[src/rtl/mem_bus_pkg.sv]
// Shared types and constants for the multi-cycle memory bus sequencer.
package mem_bus_pkg;

  typedef enum logic [2:0] {
    RESET_S = 3'd0,
    FETCH   = 3'd1,
    DECODE  = 3'd2,
    MEM     = 3'd3,
    COMMIT  = 3'd4,
    HALTED  = 3'd5
  } seq_state_t;

  localparam logic [1:0] SZ_WORD = 2'b00;
  localparam logic [1:0] SZ_HALF = 2'b01;
  localparam logic [1:0] SZ_BYTE = 2'b10;

  localparam logic [31:0] RESET_VECTOR_DEF = 32'hBFC00000;

endpackage

[src/rtl/store_lane_align.sv]
// Store lane steering: places store data on the addressed byte lanes and
// builds the matching byteenable. Misaligned halves/words are not trapped.
module store_lane_align
  import mem_bus_pkg::*;
(
  input  logic [1:0]  store_size,
  input  logic [1:0]  addr,
  input  logic [31:0] dp_writedata,
  output logic [3:0]  bus_byteenable,
  output logic [31:0] bus_writedata
);

  always_comb begin
    bus_byteenable = 4'hF;
    bus_writedata  = dp_writedata;
    case (store_size)
      SZ_HALF: begin
        bus_byteenable = addr[1] ? 4'b1100 : 4'b0011;
        bus_writedata  = addr[1] ? {dp_writedata[15:0], 16'h0000}
                                 : {16'h0000, dp_writedata[15:0]};
      end
      SZ_BYTE: begin
        bus_byteenable = 4'b0001 << addr;
        bus_writedata  = {24'h000000, dp_writedata[7:0]} << {addr, 3'b000};
      end
      default: ;
    endcase
  end

endmodule

[src/rtl/mem_bus_sequencer.sv]
// Multi-cycle fetch/load/store sequencer over one shared Avalon-style bus.
// Optional bus timeout watchdog: define MEM_BUS_TIMEOUT_EN.
module mem_bus_sequencer
  import mem_bus_pkg::*;
#(
  parameter logic [31:0] RESET_VECTOR   = RESET_VECTOR_DEF,
  parameter int          TIMEOUT_CYCLES = 1024
) (
  input  logic        clk,
  input  logic        reset,
  input  logic [31:0] pc_in,
  input  logic [31:0] dp_data_address,
  input  logic [31:0] dp_writedata,
  input  logic        mem_read_req,
  input  logic        mem_write_req,
  input  logic [1:0]  store_size,
  output logic [31:0] instr_readdata,
  output logic [31:0] data_readdata,
  output logic        clk_enable,
  output logic        active,
  output logic [31:0] bus_address,
  output logic        bus_read,
  output logic        bus_write,
  output logic [3:0]  bus_byteenable,
  output logic [31:0] bus_writedata,
  input  logic        bus_waitrequest,
  input  logic [31:0] bus_readdata,
  output logic        timeout_err
);

  seq_state_t  r_state;
  logic [31:0] r_instr, r_data;
  logic        r_clk_en, r_active;
  logic        w_halt, w_to;
  logic [3:0]  w_st_be;
  logic [31:0] w_st_wd;

  // The datapath sets its PC only from RESET_VECTOR; it is carried here for configuration symmetry.
  logic w_unused_cfg;
  assign w_unused_cfg = ^RESET_VECTOR;

  // A committed jump to 0 shows up on pc_in during the following FETCH.
  assign w_halt = (pc_in == 32'h0);

  store_lane_align u_align (
    .store_size     (store_size),
    .addr           (dp_data_address[1:0]),
    .dp_writedata   (dp_writedata),
    .bus_byteenable (w_st_be),
    .bus_writedata  (w_st_wd)
  );

  always_ff @(posedge clk or negedge reset) begin
    if (!reset) begin
      r_state  <= RESET_S;
      r_instr  <= '0;
      r_data   <= '0;
      r_clk_en <= 1'b0;
      r_active <= 1'b0;
    end else begin
      r_clk_en <= 1'b0;
      if (w_to) begin
        r_state  <= HALTED;
        r_active <= 1'b0;
      end else begin
        case (r_state)
          RESET_S: begin
            r_state  <= FETCH;
            r_active <= 1'b1;
          end
          FETCH:
            if (w_halt) begin
              r_state  <= HALTED;
              r_active <= 1'b0;
            end else if (!bus_waitrequest) begin
              r_instr <= bus_readdata;
              r_state <= DECODE;
            end
          DECODE:
            if (mem_read_req || mem_write_req) r_state <= MEM;
            else begin
              r_state  <= COMMIT;
              r_clk_en <= 1'b1;
            end
          MEM:
            if (!bus_waitrequest) begin
              if (mem_read_req) r_data <= bus_readdata;
              r_state  <= COMMIT;
              r_clk_en <= 1'b1;
            end
          COMMIT:  r_state <= FETCH;
          default: r_state <= HALTED;
        endcase
      end
    end
  end

  // Bus drive is decoded from the state register; inputs feeding it are
  // held by the datapath until clk_enable, so it stays stable under stall.
  always_comb begin
    bus_read       = 1'b0;
    bus_write      = 1'b0;
    bus_address    = '0;
    bus_byteenable = '0;
    bus_writedata  = '0;
    case (r_state)
      FETCH:
        if (!w_halt) begin
          bus_read       = 1'b1;
          bus_address    = {pc_in[31:2], 2'b00};
          bus_byteenable = 4'hF;
        end
      MEM:
        if (mem_read_req) begin
          bus_read       = 1'b1;
          bus_address    = {dp_data_address[31:2], 2'b00};
          bus_byteenable = 4'hF;
        end else if (mem_write_req) begin
          bus_write      = 1'b1;
          bus_address    = {dp_data_address[31:2], 2'b00};
          bus_byteenable = w_st_be;
          bus_writedata  = w_st_wd;
        end
      default: ;
    endcase
  end

`ifdef MEM_BUS_TIMEOUT_EN
  localparam int TO_W = $clog2(TIMEOUT_CYCLES + 1);
  logic [TO_W-1:0] r_to_cnt;
  logic            r_timeout;

  assign w_to = (bus_read | bus_write) & bus_waitrequest &
                (r_to_cnt == TO_W'(TIMEOUT_CYCLES - 1));

  always_ff @(posedge clk or negedge reset) begin
    if (!reset) begin
      r_to_cnt  <= '0;
      r_timeout <= 1'b0;
    end else begin
      if (w_to) r_timeout <= 1'b1;
      if ((bus_read | bus_write) && bus_waitrequest) r_to_cnt <= r_to_cnt + 1'b1;
      else                                           r_to_cnt <= '0;
    end
  end

  assign timeout_err = r_timeout;
`else
  logic w_unused_to;
  assign w_unused_to = (TIMEOUT_CYCLES == 0);
  assign w_to        = 1'b0;
  assign timeout_err = 1'b0;
`endif

  assign instr_readdata = r_instr;
  assign data_readdata  = r_data;
  assign clk_enable     = r_clk_en;
  assign active         = r_active;

endmodule
[config.mk]
export PLATFORM = sky130hd
export DESIGN_NAME = mem_bus_sequencer
export DESIGN_NICKNAME = d
export VERILOG_FILES = /design/src/rtl/mem_bus_pkg.sv /design/src/rtl/store_lane_align.sv /design/src/rtl/mem_bus_sequencer.sv
export SDC_FILE = /design/constraint.sdc
export NUM_CORES = 1
export LEC_CHECK = 0
export CORE_MARGIN = 4
export CORE_UTILIZATION = 38
export DETAILED_ROUTE_END_ITERATION = 10
export PLACE_DENSITY = 0.87
export SLEW_MARGIN = 20
export SYNTH_ARGS = -nofsm -noshare
export SYNTH_HDL_FRONTEND = slang
export SYNTH_SLANG_ARGS = --single-unit
[constraint.sdc]
create_clock -name clk -period 3.6 [get_ports clk]
set_input_delay 0.72 -clock clk [delete_from_list [all_inputs] [get_ports clk]]
set_output_delay 0.72 -clock clk [all_outputs]
set_load 0.005 [all_outputs]
# Word-level counts from Yosys, hierarchy flattened
# Index checks and enable logic that the tools add are counted.
# totals
out_inout_bits	137
wordCells	58
reg_bits	69
input_bits	135
# op_classes
n_reduce_logical	9
n_mux	31
n_shift	2
n_eq_ne	9
n_bitwise	2
# ops
op	count
$mux 32	7
$pmux 32 s2	2
$logic_not 32->1	1
$shl 8x5->32	1
$mux 4	4
$pmux 4 s2	2
$mux 3	4
$pmux 3 s4	1
$mux 1	8
$eq 3x2->1 const B	2
$pmux 1 s2	3
$reduce_and 3->1	2
$ne 2x2->1 const B	2
$reduce_and 2->1	2
$shl 1x2->4 const A	1
$eq 3x1->1 const B	1
$eq 3x3->1 const B	1
$logic_not 3->1	1
$ne 3x3->1 const B	1
$eq 2x1->1 const B	1
$eq 2x2->1 const B	1
$not 1->1	2
$reduce_bool 2->1	1
$reduce_or 2->1	1
$logic_or 1x1->1	1

# Depth between registers and ports, before layout
# Gate-level depths: netlist of run 1.
# logic_depth
ltp_word	5
depth_mapped	7
depth_no_buf	6

# By module
# A second synthesis of run 1 with hierarchy kept.
# unflattened
hier_cells	345
area_unflattened_um2	4032.6
# modules_own_cells
module	cells_each	area_each_um2	instances	seq_area_each_um2
mem_bus_sequencer	265	3514.6	1	1726.7
store_lane_align	80	518.0	1	0.0

# Worst setup path before layout of run 1
# OpenSTA, ideal clock, no wires.
# synth_path
kind	input to output
from	input pc_in[1]
to	output bus_address[10]
setup_slack_ns	0.988
path_stages	5
t_arrival_ns	1.892
path_buffers	1
required_ns	2.880
path_cell_list	nor4_1 > nand4_1 > o21a_2 > clkbuf_1 > a22o_1
# synth_between
elab_chain_cells	3
# synth_rtl
element	line	source
start, declared	mem_bus_sequencer.sv:11	input logic [31:0] pc_in,
$logic_not 32->1	mem_bus_sequencer.sv:43	assign w_halt = (pc_in == 32'h0);
$mux 32	mem_bus_sequencer.sv:108	if (!w_halt) begin
$pmux 32 s2	mem_bus_sequencer.sv:106	case (r_state)
end, declared	mem_bus_sequencer.sv:21	output logic [31:0] bus_address,
# No other way between the ends.

# Worst setup path after layout of run 1
# layout_path
from	input pc_in[8]
to	output bus_address[12]
# Same word-level chain as after synthesis.

==> results of run 1 <==
sequential cells by signal, indices dropped and copies added (netlist names):
register        count
instr_readdata     32
data_readdata      32
r_state             3
clk_enable          1
active              1
power by group through the flow:
stage | Sequential (mW) | Combinational, mW | Clock, mW
after global placement | 1.37 | 2.48 | 0
after floorplan | 1.38 | 1.02 | 0
final | 1.40 | 2.55 | 0.705
after detailed placement | 1.41 | 2.55 | 0
after CTS | 1.40 | 2.57 | 0.725
after global routing | 1.45 | 2.73 | 0.759
placed cells by master (no fill, tap or decap), types with 2 or more instances in the layout:
cell	count
o41ai_1	2
and2_1	10
buf_4	18
clkdlybuf4s50_1	263
mux2_1	30
mux2_2	5
nor4_2	6
a22o_1	37
mux2_4	29
bufinv_16	2
conb_1	3
inv_1	7
nor3_1	3
nor2_1	33
nor2b_1	5
dlymetal6s2s_1	4
dfrtp_1	69
a21oi_1	3
o21ai_0	6
o21bai_1	2
ha_1	3
clkbuf_1	2
buf_6	2
a22oi_1	24
clkbuf_8	11
o21a_2	2
final timing paths:
| path | cells after the start | start | endpoint | slack [ns] |
|---|---|---|---|---|
| worst max-delay path | 6 | pc_in[8] | bus_address[12] | 0.07 |
| worst min-delay path | 1 | data_readdata[30]$_DFFE_PN0P_ | data_readdata[30]$_DFFE_PN0P_ | 0.49 |
| worst max register to register | 5 | r_state[1]$_DFFE_PN0P_ | data_readdata[16]$_DFFE_PN0P_ | 1.53 |
| worst min register to register | 1 | data_readdata[30]$_DFFE_PN0P_ | data_readdata[30]$_DFFE_PN0P_ | 0.49 |
| max in group asynchronous | 2 | reset | instr_readdata[22]$_DFFE_PN0P_ | 2.49 |
| min in group asynchronous | 2 | reset | instr_readdata[7]$_DFFE_PN0P_ | 0.57 |
layout make-up:
cell class              count  area [sq um]  share of cell area
clock buffers              13           159              0.0226
clock inverters             3          67.6             0.00962
inverters                   7          26.3             0.00374
multi-input cells         224          2010               0.287
flip-flops and latches     69          1730               0.246
well taps                 133           166              0.0237
repair buffers            289          2870               0.408
cell families (layout without fill, tap and decap cells):
group / after synthesis / in the layout / synth area share
AO/OA/AOI/OAI: 84 / 85 / 0.172
other: 1 / 3 / 0.000971
adder cells (fa/ha/maj): 4 / 4 / 0.0130
buffers and inverters: 33 / 312 / 0.0463
AND/OR/NAND/NOR: 68 / 68 / 0.106
flip-flops: 69 / 69 / 0.447
multiplexers: 64 / 64 / 0.215
worst max-delay path, cell delays in order:
cell and delay (ns):
clkdlybuf4s50_1 0.45, nor4_1 0.32, nand4_1 0.22, o21a_2 0.38
a22o_1 0.27, clkdlybuf4s50_1 0.45
routing by layer:
metal,track usage,part of all wire,vias up
li1,-,-,1759
met1,0.252,0.36,1842
met2,0.438,0.53,186
met3,0.0847,0.094,19
met4,0.0532,0.014,0
met5,0,0,-
what timing repair did:
item,in CTS,in global routing
gates resized for setup,1,10
cloned,0,1
pin swaps,2,3
setup endpoints to repair,30,54
buffers inserted,0,1
==> flow_summary.json, run 1 <==
{
  "status": "complete, no violations",
  "clk_pin_slew_ns": 0.07,
  "async_flop_share": 1.00,
  "io_buffers": 268,
  "avgSynthCellArea_sq_um": 12.0,
  "pre_cts_slack_ns": -0.0545,
  "clk_latency_ns": 0.34,
  "cp_max_fo": 15,
  "grt_usage": 0.235,
  "grt.overflow.total": 0,
  "ctsHoldBuffers": 0,
  "fin_crit_sh": 0.981,
  "via_count": 3806,
  "dp_hpwl_um": 11300,
  "critPathArrivalTime_ns": 2.81,
  "io_pins": 272,
  "yosysTopAreaCellShare": 0.447,
  "layout_setup_ws_ns": 0.0668,
  "end_kind": "primary output",
  "synth_cell_types": 41,
  "leakagePower_nw": 2.96,
  "rsz0062_at_grt": "yes",
  "synth.yosys.seq_area_share": 0.447,
  "drt_wl_total_um": 14400,
  "route.detailed.drc": 0,
  "peakVddDrop_mv": 0.339,
  "area_delta_synth_final_pct": 81.9,
  "gp_congestion": 0.823,
  "dp_cells": 720,
  "grt_pass1_wl_um": 21400,
  "maxSlewHeadroom": 0.445,
  "dieArea_sq_mm": 0.0118,
  "grt_pass1_vias": 3961,
  "antenna_left": 0,
  "initial_core_util": 0.393,
  "fin_cells": 738,
  "yosysMostFrequentCell": "dfrtp_1",
  "internal_power_mw": 3.29,
  "drt-wirelength-per-cell_um": 19.4,
  "required_ns": 2.88,
  "synth_area_leaders": "dfrtp_1, mux2_4, mux2_1",
  "drt_first_pass_iters": 5,
  "fmax_mhz": 283,
  "holdCritPathClass": "reg2reg",
  "synth_flop_cell": "dfrtp_1",
  "critPathKind": "in2out",
  "maxCapViolCount": 0,
  "drive_gt1_frac": 0.147,
  "power_mw": 4.65,
  "root_buffer": "clkbuf_8",
  "setup_viol": 0,
  "yosys-top-cells-count": "dfrtp_1, a22o_1, nor2_1",
  "hold_viol": 0,
  "stdcell_area_sq_mm": 0.00703,
  "tightest_slew_ns": 0.833,
  "startpoint_type": "input pin",
  "dpl_cell_area_sq_mm": 0.00673,
  "power.density_mw_per_mm2": 662,
  "clockPowerShare": 0.152,
  "p_sw_mw": 1.36,
  "combPwrFrac": 0.548,
  "p_sw_frac": 0.293,
  "tns_ns": 0,
  "synth_edf_count": 0,
  "synth-seq-cells": 69,
  "drv_slew": 0,
  "die_y_um": 109,
  "clock_path_buffers": 2,
  "finClkSkew_ns": 0.00631,
  "rows": 36,
  "cts_tree": "done",
  "drt_first_iter_violations": 166,
  "fin_util": 0.715,
  "coreArea_sq_mm": 0.00982,
  "grt_max_degree": 70,
  "antenna_found_initial": 0,
  "cts_htree_levels": 3,
  "syn_inst": 323,
  "cts_buffers": 9,
  "yosys.area.top_type": "dfrtp_1",
  "nFillCells": 688,
  "final_nets": 739,
  "fp.dieW_um": 109,
  "seqPwrFrac": 0.300,
  "synth_warnings": 0,
  "holdWs_ns": 0.490,
  "viasPerCell": 5.16,
  "syn_area_sq_mm": 0.00386,
  "clock_sinks": 69,
  "diodes": 0,
  "min_period_ns": 3.53
}
No activity file was read; power rests on OpenSTA's default activity.
==> inputs of run 2 (changes only) <==
==> constraint.sdc (replaced) <==
create_clock -name clk -period 3.6 [get_ports clk]
set_input_delay 0.54 -clock clk [delete_from_list [all_inputs] [get_ports clk]]
set_output_delay 0.54 -clock clk [all_outputs]
set_load 0.005 [all_outputs]
==> flow_summary.json, run 2 (same netlist as run 1, synthesis figures left out) <==
{
  "io_buffers": 268,
  "cts_resized": 0,
  "maxSlewHeadroom": 0.566,
  "drt-wirelength-per-cell_um": 19.0,
  "grt_usage": 0.229,
  "clock_sinks": 69,
  "tns_ns": 0,
  "startpoint_type": "input pin",
  "die_y_um": 109,
  "critPathMaxStageDelay_ns": 0.48,
  "final_nets": 728,
  "fmax_mhz": 303,
  "peakVddDrop_mv": 0.352,
  "nFillCells": 727,
  "diodes": 0,
  "cts_buffers": 9,
  "clk_latency_ns": 0.34,
  "post_cts_buffers": 0,
  "fin_crit_sh": 0.918,
  "leakagePower_nw": 2.83,
  "maxCapViolCount": 0,
  "grt.overflow.total": 0,
  "clk_pin_slew_ns": 0.07,
  "power_mw": 4.46,
  "drt_wl_total_um": 13800,
  "drt_first_pass_iters": 4,
  "rows": 36,
  "crit_top_cell": "clkdlybuf4s50_1",
  "clockPowerShare": 0.127,
  "hold_viol": 0,
  "coreArea_sq_mm": 0.00982,
  "io_pins": 272,
  "clock_path_buffers": 2,
  "setup_viol": 0,
  "end_kind": "primary output",
  "fp.dieW_um": 109,
  "final_cell_mix": "clkdlybuf4s50_1, dfrtp_1, a22o_1",
  "power.density_mw_per_mm2": 652,
  "cp_slowest_cell": "clkdlybuf4s50_1",
  "initial_core_util": 0.393,
  "p_sw_mw": 1.34,
  "holdCritPathClass": "in2async",
  "required_ns": 3.06,
  "grt_pass1_wl_um": 21100,
  "via_count": 3772,
  "r2r_end": "data_readdata[23]$_DFFE_PN0P_",
  "rrSetupSlack_ns": 1.54,
  "critPathKind": "in2out",
  "route.detailed.drc": 0,
  "antenna_left": 0,
  "cts_tree": "done",
  "min_period_ns": 3.31,
  "timing.reg2reg.worst_path_depth": 5,
  "register_area_sq_mm": 0.00173,
  "p_sw_frac": 0.301,
  "cts_htree_levels": 3,
  "seqPwrFrac": 0.313,
  "gp_congestion": 0.857,
  "status": "complete, no violations",
  "drt_first_iter_violations": 202,
  "dp_hpwl_um": 11100,
  "multi_input_area_sq_mm": 0.00197,
  "combPwrFrac": 0.560,
  "drive_gt1_frac": 0.125,
  "root_buffer": "clkbuf_8",
  "antenna_found_initial": 0,
  "reg2reg_from": "r_state[1]$_DFFE_PN0P_",
  "rsz0062_at_grt": "no",
  "drv_slew": 0,
  "viasPerCell": 5.19,
  "area_delta_synth_final_pct": 77.3,
  "ctsHoldBuffers": 0,
  "cp_max_fo": 5,
  "tightest_slew_ns": 0.651,
  "critPathArrivalTime_ns": 2.77,
  "grt_max_degree": 54,
  "worstPathCellList": "clkdlybuf4s50_1 > nor4_1 > nand4_1 > buf_4 > o31ai_1 > o21ai_0 > clkdlybuf4s50_1",
  "grt_pass1_vias": 3933,
  "dieArea_sq_mm": 0.0118,
  "internal_power_mw": 3.12,
  "mostFrequentLayoutCell": "clkdlybuf4s50_1",
  "finClkSkew_ns": 0.00689
}
## run 2: cell count changes in the layout (fill, tap and decap cells not counted), moves of 2 or more
cell	change
bufinv_16	-2
buf_4	-7
dlymetal6s2s_1	-4
buf_6	-2
clkdlybuf4s50_1	+4
## run 2: cell type report
class / count / share of cell area
clock inverter: 3 / 0.00292
inverter: 7 / 0.00384
clock buffer: 13 / 0.0232
sequential: 69 / 0.252
timing repair buffer: 279 / 0.405
multi-input combinational: 223 / 0.288
tap: 133 / 0.0243
## run 2: how the worst max path moves through the flow
stage / start / endpoint / cells past startpoint
final: pc_in[1] / bus_byteenable[1] / 7
after global routing: store_size[0] / bus_writedata[21] / 8
after CTS: pc_in[1] / bus_byteenable[1] / 7
after detailed placement: pc_in[0] / bus_byteenable[1] / 7
after global placement: pc_in[1] / bus_byteenable[3] / 7
after floorplan: pc_in[1] / bus_address[10] / 5
## run 2: layer usage
metal / track usage / wire, um / vias up
met2: 0.416 / 7160 / 194
met1: 0.255 / 4960 / 1822
met4: 0.0595 / 198 / 0
li1: - / - / 1737
met3: 0.0776 / 1460 / 19
met5: 0 / 0 / -
## run 2: power groups by stage
stage               Sequential [mW]  Clock (mW)  Combinational [mW]
floorplan                      1.38           0                1.02
global placement               1.37           0                2.46
detailed placement             1.41           0                2.51
CTS                            1.40       0.585                2.53
global route                   1.44       0.620                2.68
finish                         1.40       0.568                2.50
## run 2: per-stage QoR
stage / worst slack, ns / cell area [sq um] / util / cells / hold slack, ns
after floorplan: 1.35 / 3870 / - / 325 / 0.244
after global placement: 0.289 / 6670 / 0.679 / 711 / 0.467
after detailed placement: 0.321 / 6670 / 0.679 / 711 / 0.478
after CTS: 0.283 / 6850 / 0.697 / 727 / 0.451
after global routing: 0.0985 / 6850 / 0.697 / 727 / 0.278
final: 0.295 / 6850 / 0.697 / 727 / 0.225
## run 2: worst max-delay path, delay by kind of cell
family / cells / cell delay (ns)
AOI/OAI and AO/OA: 2 / 0.58
buffers and inverters: 3 / 1.08
and+or+nand+nor: 2 / 0.56
